--- config.mk ---
export PLATFORM = sky130hd
export DESIGN_NAME = piso_serializer
export DESIGN_NICKNAME = d
export VERILOG_FILES = /design/src/rtl/ser_pkg.sv /design/src/rtl/piso_serializer.sv
export SDC_FILE = /design/constraint.sdc
export NUM_CORES = 1
export LEC_CHECK = 0
export BUFFER_PORTS_ARGS = -buffer_cell sky130_fd_sc_hd__buf_2
export CORE_MARGIN = 10
export CORE_UTILIZATION = 40
export DETAILED_ROUTE_END_ITERATION = 12
export GPL_TIMING_DRIVEN = 0
export MAX_ROUTING_LAYER = met4
export PLACE_DENSITY = 0.58
export SLEW_MARGIN = 20
export SYNTH_ARGS = -nofsm -noshare
export SYNTH_HDL_FRONTEND = slang
export SYNTH_SLANG_ARGS = --single-unit
--- constraint.sdc ---
create_clock -name clk -period 3 [get_ports clk]
set_clock_uncertainty 0.05 [all_clocks]
set_input_delay 0.3 -clock clk [delete_from_list [all_inputs] [get_ports clk]]
set_output_delay 0.3 -clock clk [all_outputs]
set_load 0.01 [all_outputs]
--- src/rtl/ser_pkg.sv ---
// Shared serializer definitions: FSM state encoding and bit-counter width helper.
package ser_pkg;

    localparam logic ST_IDLE  = 1'b0;
    localparam logic ST_SHIFT = 1'b1;

    typedef enum logic {
        S_IDLE  = ST_IDLE,
        S_SHIFT = ST_SHIFT
    } state_t;

    // Counter must index bits 0..width-1; never narrower than one bit.
    function automatic int cnt_width(input int width);
        return (width <= 2) ? 1 : $clog2(width);
    endfunction

endpackage

--- src/rtl/piso_serializer.sv ---
// Parallel-in/serial-out stage: WIDTH-bit words in on valid/ready, one bit per ser_en cycle out.
// First bit appears the cycle after accept; back-to-back words stream with no gap; ser_en=0 freezes the word.
module piso_serializer
    import ser_pkg::*;
#(
    parameter int WIDTH     = 8,
    parameter bit MSB_FIRST = 1'b1,
    parameter bit IDLE_BIT  = 1'b0
) (
    input  logic             clk,
    input  logic             rst,
    input  logic             in_valid,
    input  logic [WIDTH-1:0] in_data,
    output logic             in_ready,
    input  logic             ser_en,
    output logic             ser_out,
    output logic             ser_valid,
    output logic             frame_start,
    output logic             frame_end
);

    localparam int            CW   = cnt_width(WIDTH);
    localparam logic [CW-1:0] LAST = CW'(WIDTH - 1);

    state_t           r_state;
    logic [WIDTH-1:0] r_sh;
    logic [CW-1:0]    r_cnt;
    logic             r_ser_out;
    logic             r_ser_valid;

    logic             w_last;
    logic             w_in_first;
    logic             w_next_bit;
    logic [WIDTH-1:0] w_sh_shifted;
    logic             w_in_ready;
    logic             w_frame_start;
    logic             w_frame_end;

    assign w_last       = (r_cnt == LAST);
    assign w_in_first   = MSB_FIRST ? in_data[WIDTH-1] : in_data[0];
    assign w_sh_shifted = MSB_FIRST ? {r_sh[WIDTH-2:0], 1'b0} : {1'b0, r_sh[WIDTH-1:1]};
    // ser_out is registered, so it is loaded with the bit that will sit at the output end after the shift.
    assign w_next_bit   = MSB_FIRST ? r_sh[WIDTH-2] : r_sh[1];

    always_ff @(posedge clk or posedge rst) begin
        if (rst) begin
            r_state     <= S_IDLE;
            r_sh        <= '0;
            r_cnt       <= '0;
            r_ser_out   <= IDLE_BIT;
            r_ser_valid <= 1'b0;
        end else begin
            case (r_state)
                S_IDLE: begin
                    if (in_valid) begin
                        r_sh        <= in_data;
                        r_cnt       <= '0;
                        r_state     <= S_SHIFT;
                        r_ser_out   <= w_in_first;
                        r_ser_valid <= 1'b1;
                    end
                end
                S_SHIFT: begin
                    if (ser_en) begin
                        if (!w_last) begin
                            r_sh      <= w_sh_shifted;
                            r_cnt     <= r_cnt + CW'(1);
                            r_ser_out <= w_next_bit;
                        end else if (in_valid) begin
                            r_sh      <= in_data;
                            r_cnt     <= '0;
                            r_ser_out <= w_in_first;
                        end else begin
                            r_state     <= S_IDLE;
                            r_ser_valid <= 1'b0;
                            r_ser_out   <= IDLE_BIT;
                        end
                    end
                end
            endcase
        end
    end

    // Ready never looks at in_valid, so no loop through the upstream handshake.
    always_comb begin
        w_in_ready    = ~rst & ((r_state == S_IDLE) | ((r_state == S_SHIFT) & w_last & ser_en));
        w_frame_start = r_ser_valid & (r_cnt == '0);
        w_frame_end   = r_ser_valid & w_last;
    end

    assign in_ready    = w_in_ready;
    assign ser_out     = r_ser_out;
    assign ser_valid   = r_ser_valid;
    assign frame_start = w_frame_start;
    assign frame_end   = w_frame_end;

endmodule

# ---- Word-level counts from Yosys, hierarchy flattened
# Cells that the tools add are included.
dict set report totals {
  in_bits 12
  out_inout_bits 5
  regBits 14
  wordCells 44
}
dict set report classes {
  bitwise 8
  add_sub_neg 1
  muxes 22
  n_eq_ne 5
  n_reduce_logical 3
}
# cell count
set ops {}
lappend ops {{$mux W8} 3}
lappend ops {{$pmux W8 S2} 1}
lappend ops {{$mux W1} 11}
lappend ops {{$mux W3} 3}
lappend ops {{$ne A2 B2 Y1 const B} 3}
lappend ops {{$pmux W1 S2} 3}
lappend ops {{$pmux W3 S2} 1}
lappend ops {{$and A1 B1 Y1} 5}
lappend ops {{$reduce_and A4 Y1} 1}
lappend ops {{$add A3 B1 Y3 const B} 1}
lappend ops {{$eq A3 B3 Y1 const B} 1}
lappend ops {{$logic_not A3 Y1} 1}
lappend ops {{$ne A2 B1 Y1 const B} 1}
lappend ops {{$not A1 Y1} 2}
lappend ops {{$reduce_and A2 Y1} 1}
lappend ops {{$or A1 B1 Y1} 1}

# ---- Longest topological paths before layout
dict set report depth {
  word_depth 5
  depth_mapped 5
  mapped_depth_nobuf 5
}

# ---- Worst setup path before layout
# Ideal clock, no wire load.
dict set report synth_timing {
  path_kind {reg-to-reg}
  start {reg r_cnt[0]}
  end {reg r_ser_out, in the netlist ser_out}
  required_time_ns 2.824
  setup_time_ns 0.126
  synth_period_minus_slack_ns 1.558
  path_slack_ns 1.442
  path_stages_with_launch 6
  arrival_time_ns 1.382
  cell_sequence {dfrtp_1 > ha_1 > ha_1 > a21boi_4 > nor2b_2 > a221o_1}
}
dict set report synth_via {
  elab_chain_len 4
}
# element line
set synth_lines {}
lappend synth_lines {{start, declared} piso_serializer.sv:27} ;# logic [CW-1:0] r_cnt;
lappend synth_lines {{start signal, assigned} piso_serializer.sv:67} ;# r_cnt <= r_cnt + CW'(1);
lappend synth_lines {{$eq A3 B3 Y1} piso_serializer.sv:39} ;# assign w_last = (r_cnt == LAST);
lappend synth_lines {{$mux W1} piso_serializer.sv:65} ;# if (!w_last) begin
lappend synth_lines {{$mux W1} piso_serializer.sv:64} ;# if (ser_en) begin
lappend synth_lines {{$pmux W1 S2} piso_serializer.sv:53} ;# case (r_state)
lappend synth_lines {{end signal, assigned} piso_serializer.sv:59} ;# r_ser_out <= w_in_first;
lappend synth_lines {{end signal, assigned} piso_serializer.sv:68} ;# r_ser_out <= w_next_bit;
lappend synth_lines {{end signal, assigned} piso_serializer.sv:72} ;# r_ser_out <= w_in_first;
lappend synth_lines {{end, declared} piso_serializer.sv:28} ;# logic r_ser_out;
# Every way passes these cells. The select of a mux whose other input is x is not followed.
# A chain may end at the register's enable or synchronous reset.

# ---- Final worst setup path
dict set report layout_timing {
  start {reg r_cnt[0]}
  end {out in_ready}
}
dict set report layout_via {
  elab_chain_len 5
}
# element line
set layout_lines {}
lappend layout_lines {{$eq A3 B3 Y1} piso_serializer.sv:39}
lappend layout_lines {{$and A1 B1 Y1 (2 in series)} piso_serializer.sv:86} ;# w_in_ready = ~rst & ((r_state == S_IDLE) | ((r_state == S_SHIFT) & w_last & ser_en));
lappend layout_lines {{$or A1 B1 Y1} piso_serializer.sv:86}
lappend layout_lines {{$and A1 B1 Y1} piso_serializer.sv:86}
lappend layout_lines {{end, declared} piso_serializer.sv:14} ;# output logic in_ready,
# Every way passes these cells.

==> flow_summary.json <==
{
  "die_y_um": 63.5,
  "p_switching_w": 0.000208,
  "fin_crit_sh_pct": 62.2,
  "pwr-share-comb_pct": 35.5,
  "clk_latency_ns": 0.28,
  "power.internal_w": 0.000397,
  "grt_max_degree": 14,
  "postLayoutCellArea_um2": 883,
  "core_area_mm2": 0.00176,
  "path_delay_family": "adder cells",
  "required_ns": 2.65,
  "whs_ns": -0.00377,
  "wirelength_um": 1530,
  "p_leak_nw": 0.490,
  "area_delta_synth_final_pct": 16.9,
  "dieArea_mm2": 0.00403,
  "synth-edff-count": 0,
  "synth_most_common_cell": "inv_1",
  "crit_top_cell": "ha_1",
  "numCtsBuffers": 3,
  "routedWlPerCell_um": 12.5,
  "cts_tree": "yes",
  "final_nets": 115,
  "maxCapViolCount": 0,
  "ys_seq_area_share_pct": 43.0,
  "setup_violations": 0,
  "fmax_mhz": 536,
  "dp_hpwl_um": 1170,
  "cp_slowest_cell": "dfrtp_1",
  "synth_top_area_share_pct": 43.0,
  "clk_transition_reported_paths_ns": 0.08,
  "netlist_instances": 80,
  "critPathArrivalTime_ns": 1.52,
  "synth_flop_cell": "dfrtp_1",
  "utilization_pct": 50.1,
  "outcome": "complete, but fails checks",
  "worst_pin_slew_ns": 0.509,
  "port_buffers": 14,
  "rsz0062_at_grt": "false",
  "detail-route-antenna-nets": 0,
  "avgViaCountPerCell": 4.79,
  "cts_hold_buf": 0,
  "syn_nets": 96,
  "multiInputGateArea_um2": 339,
  "fillCellCount": 191,
  "slew_violations": 0,
  "synthArstFlopShare_pct": 100,
  "finalSetupTns_ns": 0,
  "cpPeakStageDelay_ns": 0.41,
  "cts.path.max_buffers": 2,
  "path_cells": "ha_1, ha_1, a21boi_4, nor2_1, buf_2",
  "hold_viol": 8,
  "place_area_um2": 857,
  "max_slew_margin_pct": 66.0,
  "drive_gt1_share_pct": 24.5,
  "die_w_um": 63.5,
  "synth_top_area_cell": "dfrtp_1",
  "power.share.clock_pct": 18.1,
  "crit_type": "flip-flop to output pin",
  "first_pass_iters": 4,
  "min_path_type": "input pin to asynchronous set/reset pin",
  "p_seq_share_pct": 46.4,
  "cts_root_buffer": "clkbuf_4",
  "post_cts_buffers": 0,
  "ys_warn_count": 0,
  "grt_pass1_vias": 601,
  "initial_core_util_pct": 42.8,
  "antenna_found_initial": 0,
  "route.detailed.drc": 0,
  "ios": 17,
  "vias": 589,
  "gp_congestion": 0.709,
  "netlist_area_um2": 756,
  "cellPowerDensity_mw_per_mm2": 685,
  "cts_resized": 0,
  "cts-htree-levels": 1,
  "synth-seq-cells": 13,
  "crit_fanout": 5,
  "clkSinkCount": 13,
  "rows": 15,
  "n_antenna_cell": 0,
  "synth_commonest_cells": "inv_1 (18), dfrtp_1 (13), nor2_1 (9)",
  "cp_num_buf_inv": 1,
  "swShare_pct": 34.4,
  "seq_area_um2": 325,
  "period_minus_slack_ns": 1.87,
  "grt_usage_pct": 8.42,
  "synth_area_per_cell_um2": 9.45,
  "grt_pass1_wl_um": 2720,
  "endpoint_kind": "output pin",
  "netlist_top_cells_area": "dfrtp_1 (43%), inv_1 (8.9%), a221oi_1 (7.0%)",
  "start_kind": "flip-flop",
  "grt_overflow_total": 0,
  "first_iter_violations": 33,
  "ys_types": 25,
  "failed_checks": "hold timing",
  "ir_drop_mv": 0.294
}
## power by group through the flow
stage                     Sequential (W)  Clock [W]  Combinational (W)
final                           0.000281   0.000110           0.000215
after global routing            0.000290   0.000126           0.000253
after CTS                       0.000281   0.000113           0.000220
after detailed placement        0.000284          0           0.000220
after global placement          0.000282          0           0.000214
after floorplan                 0.000278          0           0.000168
## cells in the final DEF (no fill, tap or decap), drive strengths merged, types with 3 or more instances in the layout
master  synthesis  layout
nand2           3       3
buf             3      17
nor2            9       9
ha              4       4
dfrtp          13      13
clkbuf          0       4
inv            18      18
o21ai           4       4
nand3b          3       3
a21o            3       3
a221oi          6       6
## layout make-up
cell class              instances  area share [%]
inverters                      18            7.65
multi-input cells              46            38.4
repair buffers                 14            7.93
flip-flops and latches         13            36.8
plain buffers                   3            2.69
clock buffers                   4            2.97
well taps                      25            3.54
## worst reg2reg max path, delay by kind of cell (launching register included)
kind | cells | cell delay, ns
adder cells (fa/ha/maj) | 2 | 0.48
AO/OA/AOI/OAI | 2 | 0.51
flip-flops | 1 | 0.41
AND/OR/NAND/NOR | 1 | 0.10
## cells by family after synthesis
kind of cell,share of synthesized area [%]
AO/OA/AOI/OAI,23.7
buffers and inverters,12.1
AND/OR/NAND/NOR,14.6
flip-flops,43.0
adder cells (fa/ha/maj),6.62
## sequential cells by signal, summed over array words and instances, names as in the netlist
name,count
r_cnt,3
r_sh,7
r_state,1
ser_out,1
ser_valid,1
## layer usage
layer  wire length (um)  vias up  global-route usage [%]  share of wire, %
met2                753       12                    13.1                49
met4                 22        0                    4.92               1.4
met3                 87        4                    2.83               5.7
met1                668      272                    9.16                44
met5                  0        -                       -                 0
li1                   -      301                       -                 -
## path summary, 6_finish.rpt
kind / start / to / slack [ns] / cells after the start
worst min register to register: r_sh[4] / r_sh[4] / 0.48 / 2
worst max-delay path: r_cnt[0] / in_ready / 1.13 / 5
worst max register to register: r_cnt[0] / ser_out / 1.33 / 5
min in group clk: in_data[7] / ser_out / 0.21 / 2
worst min-delay path: rst / ser_valid / -0.004 / 2
max in group asynchronous: rst / r_sh[1] / 2.56 / 2
## metrics by stage
step	setup slack [ns]	std cells	hold slack (ns)	total power, W
floorplan	1.44	80	0.127	0.000447
global placement	1.33	119	0.312	0.000496
detailed placement	1.33	119	0.317	0.000504
CTS	1.12	123	0.0134	0.000614
global route	1.02	123	0.0273	0.000669
finish	1.13	123	-0.00377	0.000605
No activity file was read; power rests on OpenSTA's default activity.
